<file path="src/rtl/pitch_estimate_smoother_if.sv">
// Frame-rate bus between the HPS stage, the pitch smoother and the shift-ratio logic.
interface pitch_estimate_smoother_if #(
  parameter int unsigned K_WIDTH = 11
);
  logic [K_WIDTH-1:0] k_in;
  logic               k_in_valid;
  logic [K_WIDTH-1:0] k_out;
  logic               k_out_valid;
  logic               locked;

  // Producer of raw bins / consumer of smoothed bins
  modport master (
    output k_in, k_in_valid,
    input  k_out, k_out_valid, locked
  );

  // The smoother itself
  modport slave (
    input  k_in, k_in_valid,
    output k_out, k_out_valid, locked
  );
endinterface

</file>
<file path="src/rtl/pitch_estimate_smoother.sv">
// Pitch estimate smoother: 5-tap median over voiced frames followed by a
// jump-confirmation FSM; a run of unvoiced frames unlocks and clears it.
module pitch_estimate_smoother #(
  parameter int unsigned K_WIDTH       = 11,
  parameter int unsigned JUMP_TOL      = 2,
  parameter int unsigned HOLD_COUNT    = 3,
  parameter int unsigned SILENCE_LIMIT = 4
) (
  input  logic                      clock,
  input  logic                      reset,
  pitch_estimate_smoother_if.slave  bus
);

  localparam int unsigned HistDepth = 5;
  localparam int unsigned HcntW     = $clog2(HOLD_COUNT + 1);
  localparam int unsigned SilW      = $clog2(SILENCE_LIMIT + 1);

  typedef logic [K_WIDTH-1:0] bin_t;
  typedef enum logic [1:0] {StIdle, StTrack, StCand} state_e;

  function automatic bin_t min2(input bin_t a, input bin_t b);
    return (a < b) ? a : b;
  endfunction

  function automatic bin_t max2(input bin_t a, input bin_t b);
    return (a < b) ? b : a;
  endfunction

  // One extra bit so the subtraction cannot wrap
  function automatic logic [K_WIDTH:0] abs_diff(input bin_t a, input bin_t b);
    logic [K_WIDTH:0] ae;
    logic [K_WIDTH:0] be;
    ae = {1'b0, a};
    be = {1'b0, b};
    return (ae >= be) ? (ae - be) : (be - ae);
  endfunction

  // Front end: history, fill and silence tracking
  bin_t [HistDepth-1:0] hist_q, hist_d, win;
  logic [2:0]           fill_q, fill_d;
  logic [SilW-1:0]      sil_q, sil_d;
  logic                 start, unlock;

  // Median pipeline
  bin_t [HistDepth-1:0] s1_q, s1_d;
  bin_t                 p_q, p_d, q_q, q_d, r_q, r_d, med_q, med_d;
  logic                 v1_q, v1_d, v2_q, v2_d, v3_q, v3_d;

  // Decision stage
  state_e               state_q, state_d;
  bin_t                 k_out_q, k_out_d, cand_q, cand_d;
  logic [HcntW-1:0]     hcnt_q, hcnt_d;
  logic                 kv_q, kv_d, locked_q, locked_d;
  logic                 near_out, near_cand;

  // History write, fill saturation and silence counting; unlock fires once per silent run
  always_comb begin
    hist_d = hist_q;
    fill_d = fill_q;
    sil_d  = sil_q;
    start  = 1'b0;
    unlock = 1'b0;
    win    = {hist_q[HistDepth-2:0], bus.k_in};
    if (bus.k_in_valid) begin
      if (bus.k_in != '0) begin
        hist_d = win;
        sil_d  = '0;
        if (fill_q < 3'(HistDepth)) fill_d = fill_q + 3'd1;
        start = (fill_q >= 3'(HistDepth - 1));
      end else if (sil_q < SilW'(SILENCE_LIMIT)) begin
        sil_d  = sil_q + SilW'(1);
        unlock = (sil_q == SilW'(SILENCE_LIMIT - 1));
      end
    end
    if (unlock) begin
      hist_d = '0;
      fill_d = '0;
    end
  end

  // Median-of-5 network: sort two pairs, drop the global min/max candidates, median of three
  always_comb begin
    s1_d[0] = min2(win[0], win[1]);
    s1_d[1] = max2(win[0], win[1]);
    s1_d[2] = min2(win[2], win[3]);
    s1_d[3] = max2(win[2], win[3]);
    s1_d[4] = win[4];
    p_d     = max2(s1_q[0], s1_q[2]);
    q_d     = min2(s1_q[1], s1_q[3]);
    r_d     = s1_q[4];
    med_d   = max2(min2(p_q, q_q), min2(max2(p_q, q_q), r_q));
    // An unlock kills everything still travelling down the pipe
    v1_d    = start;
    v2_d    = v1_q & ~unlock;
    v3_d    = v2_q & ~unlock;
  end

  // Jump-confirmation FSM and output update
  always_comb begin
    state_d   = state_q;
    k_out_d   = k_out_q;
    cand_d    = cand_q;
    hcnt_d    = hcnt_q;
    locked_d  = locked_q;
    kv_d      = 1'b0;
    near_out  = abs_diff(med_q, k_out_q) <= (K_WIDTH + 1)'(JUMP_TOL);
    near_cand = abs_diff(med_q, cand_q) <= (K_WIDTH + 1)'(JUMP_TOL);
    if (unlock) begin
      state_d  = StIdle;
      k_out_d  = '0;
      cand_d   = '0;
      hcnt_d   = '0;
      locked_d = 1'b0;
      kv_d     = 1'b1;
    end else if (v3_q) begin
      kv_d = 1'b1;
      unique case (state_q)
        StIdle: begin
          k_out_d  = med_q;
          locked_d = 1'b1;
          state_d  = StTrack;
        end
        StTrack: begin
          if (near_out) begin
            k_out_d = med_q;
          end else begin
            cand_d  = med_q;
            hcnt_d  = HcntW'(1);
            state_d = StCand;
          end
        end
        StCand: begin
          if (near_out) begin
            k_out_d = med_q;
            state_d = StTrack;
          end else if (near_cand) begin
            cand_d = med_q;
            hcnt_d = hcnt_q + HcntW'(1);
            if (hcnt_q + HcntW'(1) == HcntW'(HOLD_COUNT)) begin
              k_out_d = med_q;
              state_d = StTrack;
            end
          end else begin
            cand_d = med_q;
            hcnt_d = HcntW'(1);
          end
        end
        default: state_d = StIdle;
      endcase
    end
  end

  // State registers with synchronous reset
  always_ff @(posedge clock) begin
    if (reset) begin
      hist_q   <= '0;
      fill_q   <= '0;
      sil_q    <= '0;
      s1_q     <= '0;
      p_q      <= '0;
      q_q      <= '0;
      r_q      <= '0;
      med_q    <= '0;
      v1_q     <= 1'b0;
      v2_q     <= 1'b0;
      v3_q     <= 1'b0;
      state_q  <= StIdle;
      k_out_q  <= '0;
      cand_q   <= '0;
      hcnt_q   <= '0;
      kv_q     <= 1'b0;
      locked_q <= 1'b0;
    end else begin
      hist_q   <= hist_d;
      fill_q   <= fill_d;
      sil_q    <= sil_d;
      s1_q     <= s1_d;
      p_q      <= p_d;
      q_q      <= q_d;
      r_q      <= r_d;
      med_q    <= med_d;
      v1_q     <= v1_d;
      v2_q     <= v2_d;
      v3_q     <= v3_d;
      state_q  <= state_d;
      k_out_q  <= k_out_d;
      cand_q   <= cand_d;
      hcnt_q   <= hcnt_d;
      kv_q     <= kv_d;
      locked_q <= locked_d;
    end
  end

  assign bus.k_out       = k_out_q;
  assign bus.k_out_valid = kv_q;
  assign bus.locked      = locked_q;

endmodule

</file>
<file path="src/flat_wrapper.sv">
// flat-port wrapper written by rule: the top's interface ports become plain ports
module pitch_estimate_smoother_flat 
#(
  parameter int unsigned K_WIDTH       = 11,
  parameter int unsigned JUMP_TOL      = 2,
  parameter int unsigned HOLD_COUNT    = 3,
  parameter int unsigned SILENCE_LIMIT = 4
)
  (clock, reset, bus_k_in, bus_k_in_valid, bus_k_out, bus_k_out_valid, bus_locked);
  pitch_estimate_smoother_if #(.K_WIDTH(K_WIDTH)) bus_i ();
  input  logic clock;
  input  logic reset;
  input wire logic [$bits(bus_i.k_in)-1:0] bus_k_in;
  input wire logic [$bits(bus_i.k_in_valid)-1:0] bus_k_in_valid;
  output wire logic [$bits(bus_i.k_out)-1:0] bus_k_out;
  output wire logic [$bits(bus_i.k_out_valid)-1:0] bus_k_out_valid;
  output wire logic [$bits(bus_i.locked)-1:0] bus_locked;
  assign bus_i.k_in = bus_k_in;
  assign bus_i.k_in_valid = bus_k_in_valid;
  assign bus_k_out = bus_i.k_out;
  assign bus_k_out_valid = bus_i.k_out_valid;
  assign bus_locked = bus_i.locked;
  pitch_estimate_smoother #(.K_WIDTH(K_WIDTH), .JUMP_TOL(JUMP_TOL), .HOLD_COUNT(HOLD_COUNT), .SILENCE_LIMIT(SILENCE_LIMIT)) u_core (.clock(clock), .reset(reset), .bus(bus_i));
endmodule
</file>
<file path="config.mk">
export PLATFORM = sky130hd
export DESIGN_NAME = pitch_estimate_smoother_flat
export DESIGN_NICKNAME = d
export VERILOG_FILES = /design/src/rtl/pitch_estimate_smoother_if.sv /design/src/rtl/pitch_estimate_smoother.sv /design/src/flat_wrapper.sv
export SDC_FILE = /design/constraint.sdc
export NUM_CORES = 1
export LEC_CHECK = 0
export ABC_AREA = 0
export CAP_MARGIN = 15
export CORE_ASPECT_RATIO = 0.75
export CORE_MARGIN = 2
export CORE_UTILIZATION = 48
export CTS_CLUSTER_DIAMETER = 80
export DETAILED_ROUTE_END_ITERATION = 10
export MAX_ROUTING_LAYER = met4
export PLACE_DENSITY_LB_ADDON = 0.12
export SKIP_LAST_GASP = 1
export SLEW_MARGIN = 20
export SYNTH_ARGS = -nofsm -noshare
export SYNTH_HDL_FRONTEND = slang
export SYNTH_SLANG_ARGS = --single-unit
</file>
<file path="constraint.sdc">
create_clock -name clock -period 13.2 [get_ports clock]
set_clock_uncertainty 0.1 [all_clocks]
set_input_delay 3.3 -clock clock [delete_from_list [all_inputs] [get_ports clock]]
set_output_delay 3.3 -clock clock [all_outputs]
set_load 0.02 [all_outputs]
</file>
==> out/qor.csv, run 1 <==
stage,metric,value,unit
worst_setup_path,crit_top_cell,a21o_1,
worst_setup_path,worstPathRequired,13.40,ns
clock_tree,cts_sinks,180,
synth,ys_warn_count,0,
worst_setup_path,critPathMaxFanout,30,
synth,yosys_most_used_dff,dfxtp_1,
min_path,holdPathEnd,u_core.v2_q,
timing,tns,0,ns
clock_tree,clk_latency,0.44,ns
die,std_cell_rows,47,
worst_setup_path,r2r_start,u_core.q_q[8],
die,die_w,179.0,um
synth,yosys.area_share.xor_xnor,1.112,%
worst_setup_path,cp.arrival,6.51,ns
min_path,whs_path_depth,1,
min_path,hold_start,u_core.v1_q,
worst_setup_path,r2r-end,u_core.med_q[6],
timing,finalHoldViolations,0,
synth,syn_area_per_cell,8.301,um^2
synth,synth_area,11020,um^2
run_status,status,"finished, final reports clean",
clock_tree,hold_buffers,0,
placed_design,place.gp.congestion,0.9162,
worst_setup_path,path_delay_family,compound AO/OA/AOI/OAI gates,
synth,synthArstFlopShare,0,%
finish,nets,1457,
die,ioPinCount,27,
global_routing,grt_pass1_wl,44510,um
clock_tree,numCtsBuffers,17,
detailed_routing,wirelength,27290,um
detailed_routing,drt_iter0_markers,668,
synth,synth_area_leader_cell,dfxtp_1,
global_routing,overflow,0,
worst_setup_path,worst-path-buf-inv,1,
power,ir_worst_vdd,0.00009780,V
timing,worst_pin_slew,0.9923,ns
worst_setup_path,rr_worst_depth,27,
placed_design,portBuffers,26,
synth,synth_nets,1469,
timing,final.period_utilization,47.76,%
power,p_leak,0.005150,uW
timing,slew_viol_final,0,
global_routing,grt.total_usage,23.99,%
power,p_per_area,142.5,nW/um^2
synth,synth_mux_area_share,9.750,%
placed_design,dp_hpwl,20330,um
die,start_util,49.46,%
placed_design,dpl.cell_count,1591,
detailed_routing,via_per_inst,5.539,
synth,netlist_instances,1328,
synth,seq_area_frac_synth,32.69,%
clock_tree,path_clk_slew,0.07,ns
synth,synthSimpleGateAreaFrac,17.59,%
synth,synth_top_area_share,32.69,%
timing,relSlewSlack,33.84,%
die,die_h,135.2,um
synth,synth_seq_cells,180,
finish,insertedDiodeCount,0,
worst_setup_path,cp_slowest_cell,nand2_1,
timing,timing.hold.ws,0.3338,ns
synth,synth_top_family_by_area,simple AND/OR/NAND/NOR gates,
clock_tree,postCtsSetupBuffers,0,
detailed_routing,drcViolationCount,0,
finish,drive_gt1_share,5.342,%
power,p_total,1713,uW
finish,fin_cells,1623,
clock_tree,cts_tree,yes,
min_path,hp-class,reg -> reg,
timing,rsz0062_at_grt,false,
clock_tree,ctsResizeCount,0,
die,die-area,24210,um^2
worst_setup_path,path_class,reg -> reg,
clock_tree,cts-root-buf,clkbuf_16,
detailed_routing,vias,8990,
timing,fmax,158.6,MHz
timing,setup_viol,0,
synth,synth_edf_count,0,
clock_tree,htree_num_levels,4,
detailed_routing,dr.pass1.iters,5,
worst_setup_path,cp-start-kind,flip-flop,
worst_setup_path,r2r_slack,6.90,ns
worst_setup_path,cp_slowest_stage_delay,0.69,ns
global_routing,antenna_found_initial,0,
synth,synth_area_leaders,"dfxtp_1, ha_1, mux2i_1",
clock_tree,clockBufferDepth,2,
global_routing,grt_max_degree,75,
die,fp.coreArea,22290,um^2
worst_setup_path,cp-end-kind,flip-flop,
detailed_routing,ant_nets,0,
detailed_routing,wl_per_cell,16.82,um
timing,period_minus_slack,6.304,ns
synth,synth_compound_area_share,17.43,%
synth,synth-adder-area-share,14.69,%
global_routing,grt_pass1_vias,8223,
synth,synth_cell_types,66,
finish,synthToLayoutAreaGrowth,9.035,%
flow_run,drv_cap,0,
==> sequential cells by signal, indices dropped and copies added (netlist names) <==
name / cells
u_core.hist_q: 44
u_core.s1_q: 44
u_core.bus.k_out: 11
u_core.cand_q: 11
u_core.med_q: 11
u_core.p_q: 11
u_core.q_q: 11
u_core.r_d: 11
u_core.r_q: 11
u_core.fill_q: 3
u_core.sil_q: 3
u_core.hcnt_q: 2
u_core.state_q: 2
u_core.bus.k_out_valid: 1
u_core.bus.locked: 1
u_core.v1_q: 1
u_core.v2_q: 1
u_core.v3_q: 1
==> report_power, final <==
part / internal [uW] / leakage (uW) / switching, uW / total, uW
sequential: 562 / 0.00146 / 22.4 / 584
combinational: 237 / 0.00340 / 374 / 611
clock: 275 / 0.000289 / 243 / 518
total: 1070 / 0.00515 / 640 / 1710
==> cells in the final DEF (no fill, tap or decap), types with 9 or more instances in the layout <==
master	n
a211oi_1	20
a21o_1	42
mux2i_1	95
inv_1	112
buf_4	12
clkdlybuf4s50_1	25
a32oi_1	11
nand4_1	13
nand3_1	24
nor2_1	115
a21oi_1	99
a31oi_1	9
nand2b_1	13
nor2b_1	34
clkbuf_16	17
nand2_1	148
ha_1	123
dfxtp_1	180
nor3_1	42
mux2_2	11
o21ai_0	51
==> metal layers <==
metal | vias up | GRT usage [%] | wire length (um)
li1 | 4594 | - | -
met1 | 4173 | 39.06 | 15450
met2 | 213 | 30.53 | 10330
met3 | 10 | 3.676 | 1372
met4 | 0 | 3.975 | 140
met5 | - | - | 0
==> cell families after synthesis <==
family	Yosys count
simple gates	423
xor+xnor	14
fa+ha+maj	127
mux	106
compound gates	297
buf+inv	181
flops	180
==> layout make-up <==
| type | instances | area, um^2 |
|---|---|---|
| multi-input cells | 967 | 6685 |
| repair buffers | 37 | 340.3 |
| flip-flops and latches | 180 | 3603 |
| clock buffers | 18 | 439.2 |
| fillers | 2045 | 10270 |
| clock inverters | 14 | 158.9 |
| inverters | 113 | 424.2 |
| well taps | 294 | 367.9 |
==> cells in the mapped netlist, types with 5 or more instances <==
cell,number
dfxtp_1,180
nand2_1,148
ha_1,123
nor2_1,115
inv_1,112
a21oi_1,99
mux2i_1,95
o21ai_0,53
clkbuf_1,46
a21o_1,42
nor3_1,42
nor2b_1,34
nand3_1,24
a211oi_1,20
nand2b_1,13
nand4_1,13
a32oi_1,11
mux2_2,11
a31oi_1,9
buf_2,8
xnor2_1,8
and2_1,7
o211ai_1,7
and3_1,6
o2111ai_1,6
xor2_1,6
buf_1,5
buf_6,5
nor4_1,5
o21a_1,5
==> metrics by stage <==
stage	worst slack, ns	utilization, %	cell area, um^2
after global placement	6.941	51.24	11420
after floorplan	7.693	-	11020
final	6.896	53.93	12020
after CTS	6.903	53.93	12020
after global routing	6.270	53.93	12020
after detailed placement	6.851	51.24	11420
==> worst max-delay path by stage <==
stage             startpoint                   to  depth (start not counted)  slack, ns
2_1_floorplan    bus_k_in[1]       u_core.s1_q[0]                         11       7.69
3_3_place_gp     bus_k_in[2]  u_core.bus.k_out[9]                         10       6.94
3_5_place_dp    bus_k_in[10]  u_core.bus.k_out[4]                         10       6.85
4_1_cts        u_core.q_q[8]      u_core.med_q[6]                         27       6.90
5_1_grt        u_core.q_q[8]     u_core.med_q[10]                         27       6.27
6_report       u_core.q_q[8]      u_core.med_q[6]                         27       6.90
(Power assumes the default switching activity.)
==> inputs of run 2 (changes only) <==
- clock period: 13.2 -> 5.5 ns (I/O delays scaled with it)
==> run 2 against run 1 <==
  * Total power up 150%
  * Critical path depth did not move
  * Setup slack worse by 6.6 ns
  * Worst hold slack improved by 0.0015 ns
  * Clock-buffer cell count rose by 3
  * Global-route usage is 0.22 points lower
  * Combinational power rose to 2.7 times the previous value
  * Register-to-register slack got worse by 6.6 ns
  * Final cell count up 0.80%
  * Routed wire length rose by 0.35%
  * Maximum frequency increased by 22%
  * Sequential share of layout area is 0.62 points lower
  * Critical path type unchanged
  * Critical endpoint is now u_core.med_q[5]
==> out/qor.csv, run 2 (same netlist as run 1, synthesis figures left out) <==
stage,metric,value,unit,change
worst_setup_path,critPathLaunch,u_core.q_q[8],,
die,start_util,49.46,%,unchanged
worst_setup_path,critPathMaxFanout,8,,-73%
detailed_routing,wirelength,27390,um,+0.35%
power,p_per_area,345.2,nW/um^2,+140%
detailed_routing,wl_per_cell,16.74,um,-0.45%
power,p_leak,0.005230,uW,+1.6%
clock_tree,path_clk_slew,0.07,ns,about the same
worst_setup_path,cp.arrival,5.44,ns,-1.07 ns
clock_tree,clockBufferDepth,2,,unchanged
worst_setup_path,worstPathRequired,5.76,ns,-7.64 ns
power,sequentialPowerShare,33.1,%,-1.0 points
finish,top_regs,"u_core.hist_q: 44 flops, u_core.s1_q: 44 flops",,
detailed_routing,ant_nets,0,,unchanged
clock_tree,clk_latency,0.43,ns,about the same
clock_tree,numCtsBuffers,17,,unchanged
detailed_routing,vias,9066,,+0.85%
global_routing,grt_max_degree,68,,-9.3%
finish,nets,1469,,+0.82%
detailed_routing,drcViolationCount,0,,unchanged
global_routing,grt.total_usage,23.77,%,-0.22 points
global_routing,antenna_found_initial,0,,unchanged
die,ioPinCount,27,,unchanged
detailed_routing,dr.pass1.iters,5,,unchanged
placed_design,place.gp.congestion,0.9001,,-1.8%
detailed_routing,drt_iter0_markers,747,,+12%
global_routing,grt_pass1_wl,43540,um,-2.2%
timing,fmax,192.9,MHz,+22%
power,p_int,2726,uW,+150%
clock_tree,cts_sinks,180,,unchanged
die,die_h,135.2,um,unchanged
finish,drive_gt1_share,7.457,%,+2.1 points
placed_design,dpl_cell_area,11490,um^2,+0.57%
run_status,status,"finished, final reports clean",,
timing,relSlewSlack,31.00,%,-2.8 points
placed_design,dp_hpwl,20460,um,+0.60%
clock_tree,cts_tree,yes,,
clock_tree,hold_buffers,0,,unchanged
timing,finalHoldViolations,0,,unchanged
timing,tns,0,ns,unchanged
finish,synthToLayoutAreaGrowth,11.34,%,
timing,period_minus_slack,5.183,ns,-1.122 ns
global_routing,overflow,0,,unchanged
worst_setup_path,r2r_slack,0.32,ns,-6.58 ns
flow_run,drv_cap,0,,unchanged
die,die_w,179.0,um,unchanged
finish,final_common_cell,dfxtp_1,,
timing,final.period_utilization,94.23,%,+46 points
finish,final_area,12270,um^2,+2.1%
power,switchingPower,1511,uW,+140%
worst_setup_path,r2r_start,u_core.q_q[8],,
global_routing,grt_pass1_vias,7987,,-2.9%
clock_tree,cts-root-buf,clkbuf_16,,
die,fp.coreArea,22290,um^2,unchanged
finish,layout_common_cells,"dfxtp_1, nand2_1, ha_1",,
worst_setup_path,cp-start-kind,flip-flop,,
clock_tree,htree_num_levels,4,,unchanged
power,power_frac_comb,38.2,%,+2.5 points
detailed_routing,via_per_inst,5.542,,about the same
die,std_cell_rows,47,,unchanged
placed_design,portBuffers,26,,unchanged
worst_setup_path,rr_worst_depth,27,,unchanged
worst_setup_path,crit_end,u_core.med_q[5],,
power,p_sw_share,35.67,%,-1.7 points
die,die-area,24210,um^2,unchanged
timing,worst_pin_slew,1.035,ns,+0.04267 ns
power,ir_worst_vdd,0.0002071,V,+110%
worst_setup_path,cp-end-kind,flip-flop,,
min_path,hp-class,reg -> reg,,
timing,slew_viol_final,0,,unchanged
timing,setup_viol,0,,unchanged
worst_setup_path,r2r-end,u_core.med_q[5],,
power,clkPwrFrac,28.6,%,-1.6 points
worst_setup_path,path_class,reg -> reg,,
==> run 2: how the worst min path moves through the flow <==
stage,start,to,slack [ns],cells past startpoint
after global placement,u_core.r_d[0],u_core.r_q[0],0.32,1
after global routing,u_core.r_d[5],u_core.r_q[5],0.36,1
after detailed placement,u_core.v1_q,u_core.v2_q,0.32,1
final,u_core.v1_q,u_core.v2_q,0.34,1
after floorplan,u_core.v1_q,u_core.v2_q,0.31,1
after CTS,u_core.r_d[6],u_core.r_q[6],0.34,1
==> run 2: critical path, stage by stage (launching register included) <==
cell	delay (ns)
dfxtp_1	0.33
inv_1	0.08
ha_4	0.25
a21o_1	0.15
a21o_1	0.18
a21oi_2	0.18
nand2_1	0.08
o21bai_2	0.21
nand2_2	0.13
buf_12	0.15
mux2_2	0.36
ha_1	0.30
a21oi_1	0.17
nor3_2	0.06
a211oi_2	0.21
o21a_1	0.22
nand2_2	0.09
mux2i_2	0.23
ha_1	0.29
a21o_1	0.20
a21oi_2	0.13
nor2b_1	0.05
o21ai_1	0.12
nand2b_1	0.09
a21oi_2	0.15
o21ai_2	0.11
a211o_4	0.37
o21ai_0	0.14
==> run 2: stage by stage <==
stage               std cells  utilization [%]  total power [uW]  hold slack [ns]  setup slack [ns]
floorplan                1328                -              2593           0.3057            0.1011
global placement         1598            51.54              2890           0.3166            0.1772
detailed placement       1598            51.54              2893           0.3205           0.01260
CTS                      1630            54.17              4116           0.3391         -0.003960
global route             1635            55.06              4486           0.3573          -0.06924
finish                   1636            55.07              4237           0.3353            0.3173
==> run 2: routing by layer <==
| metal | global-route usage [%] | up-vias | part of all wire [%] |
|---|---|---|---|
| li1 | - | 4596 | - |
| met4 | 4.291 | 0 | 0.92 |
| met1 | 38.52 | 4202 | 55 |
| met3 | 5.584 | 20 | 6.5 |
| met5 | - | - | 0 |
| met2 | 28.80 | 248 | 38 |
==> run 2: timing repair <==
action,in CTS,in global routing
endpoints found under the setup margin,1,11
hold endpoints to repair,0,0
resized for setup,1,32
pin swaps,0,8
cloned,0,2
setup buffers,0,3
==> run 2: layout make-up <==
| class | count | area, um^2 |
|---|---|---|
| antenna | 1 | 2.502 |
| clock buffer | 21 | 460.4 |
| clock inverter | 11 | 123.9 |
| fill | 2087 | 10010 |
| inverter | 113 | 424.2 |
| multi-input combinational | 967 | 6809 |
| sequential | 180 | 3603 |
| tap | 294 | 367.9 |
| timing repair buffer | 49 | 481.7 |
==> run 2: power groups by stage <==
stage / Combinational (uW) / Clock (uW) / Sequential [uW]
after global placement: 1460 / 0 / 1430
after floorplan: 1190 / 0 / 1400
after detailed placement: 1460 / 0 / 1430
after CTS: 1470 / 1240 / 1400
final: 1620 / 1210 / 1400
after global routing: 1780 / 1300 / 1410
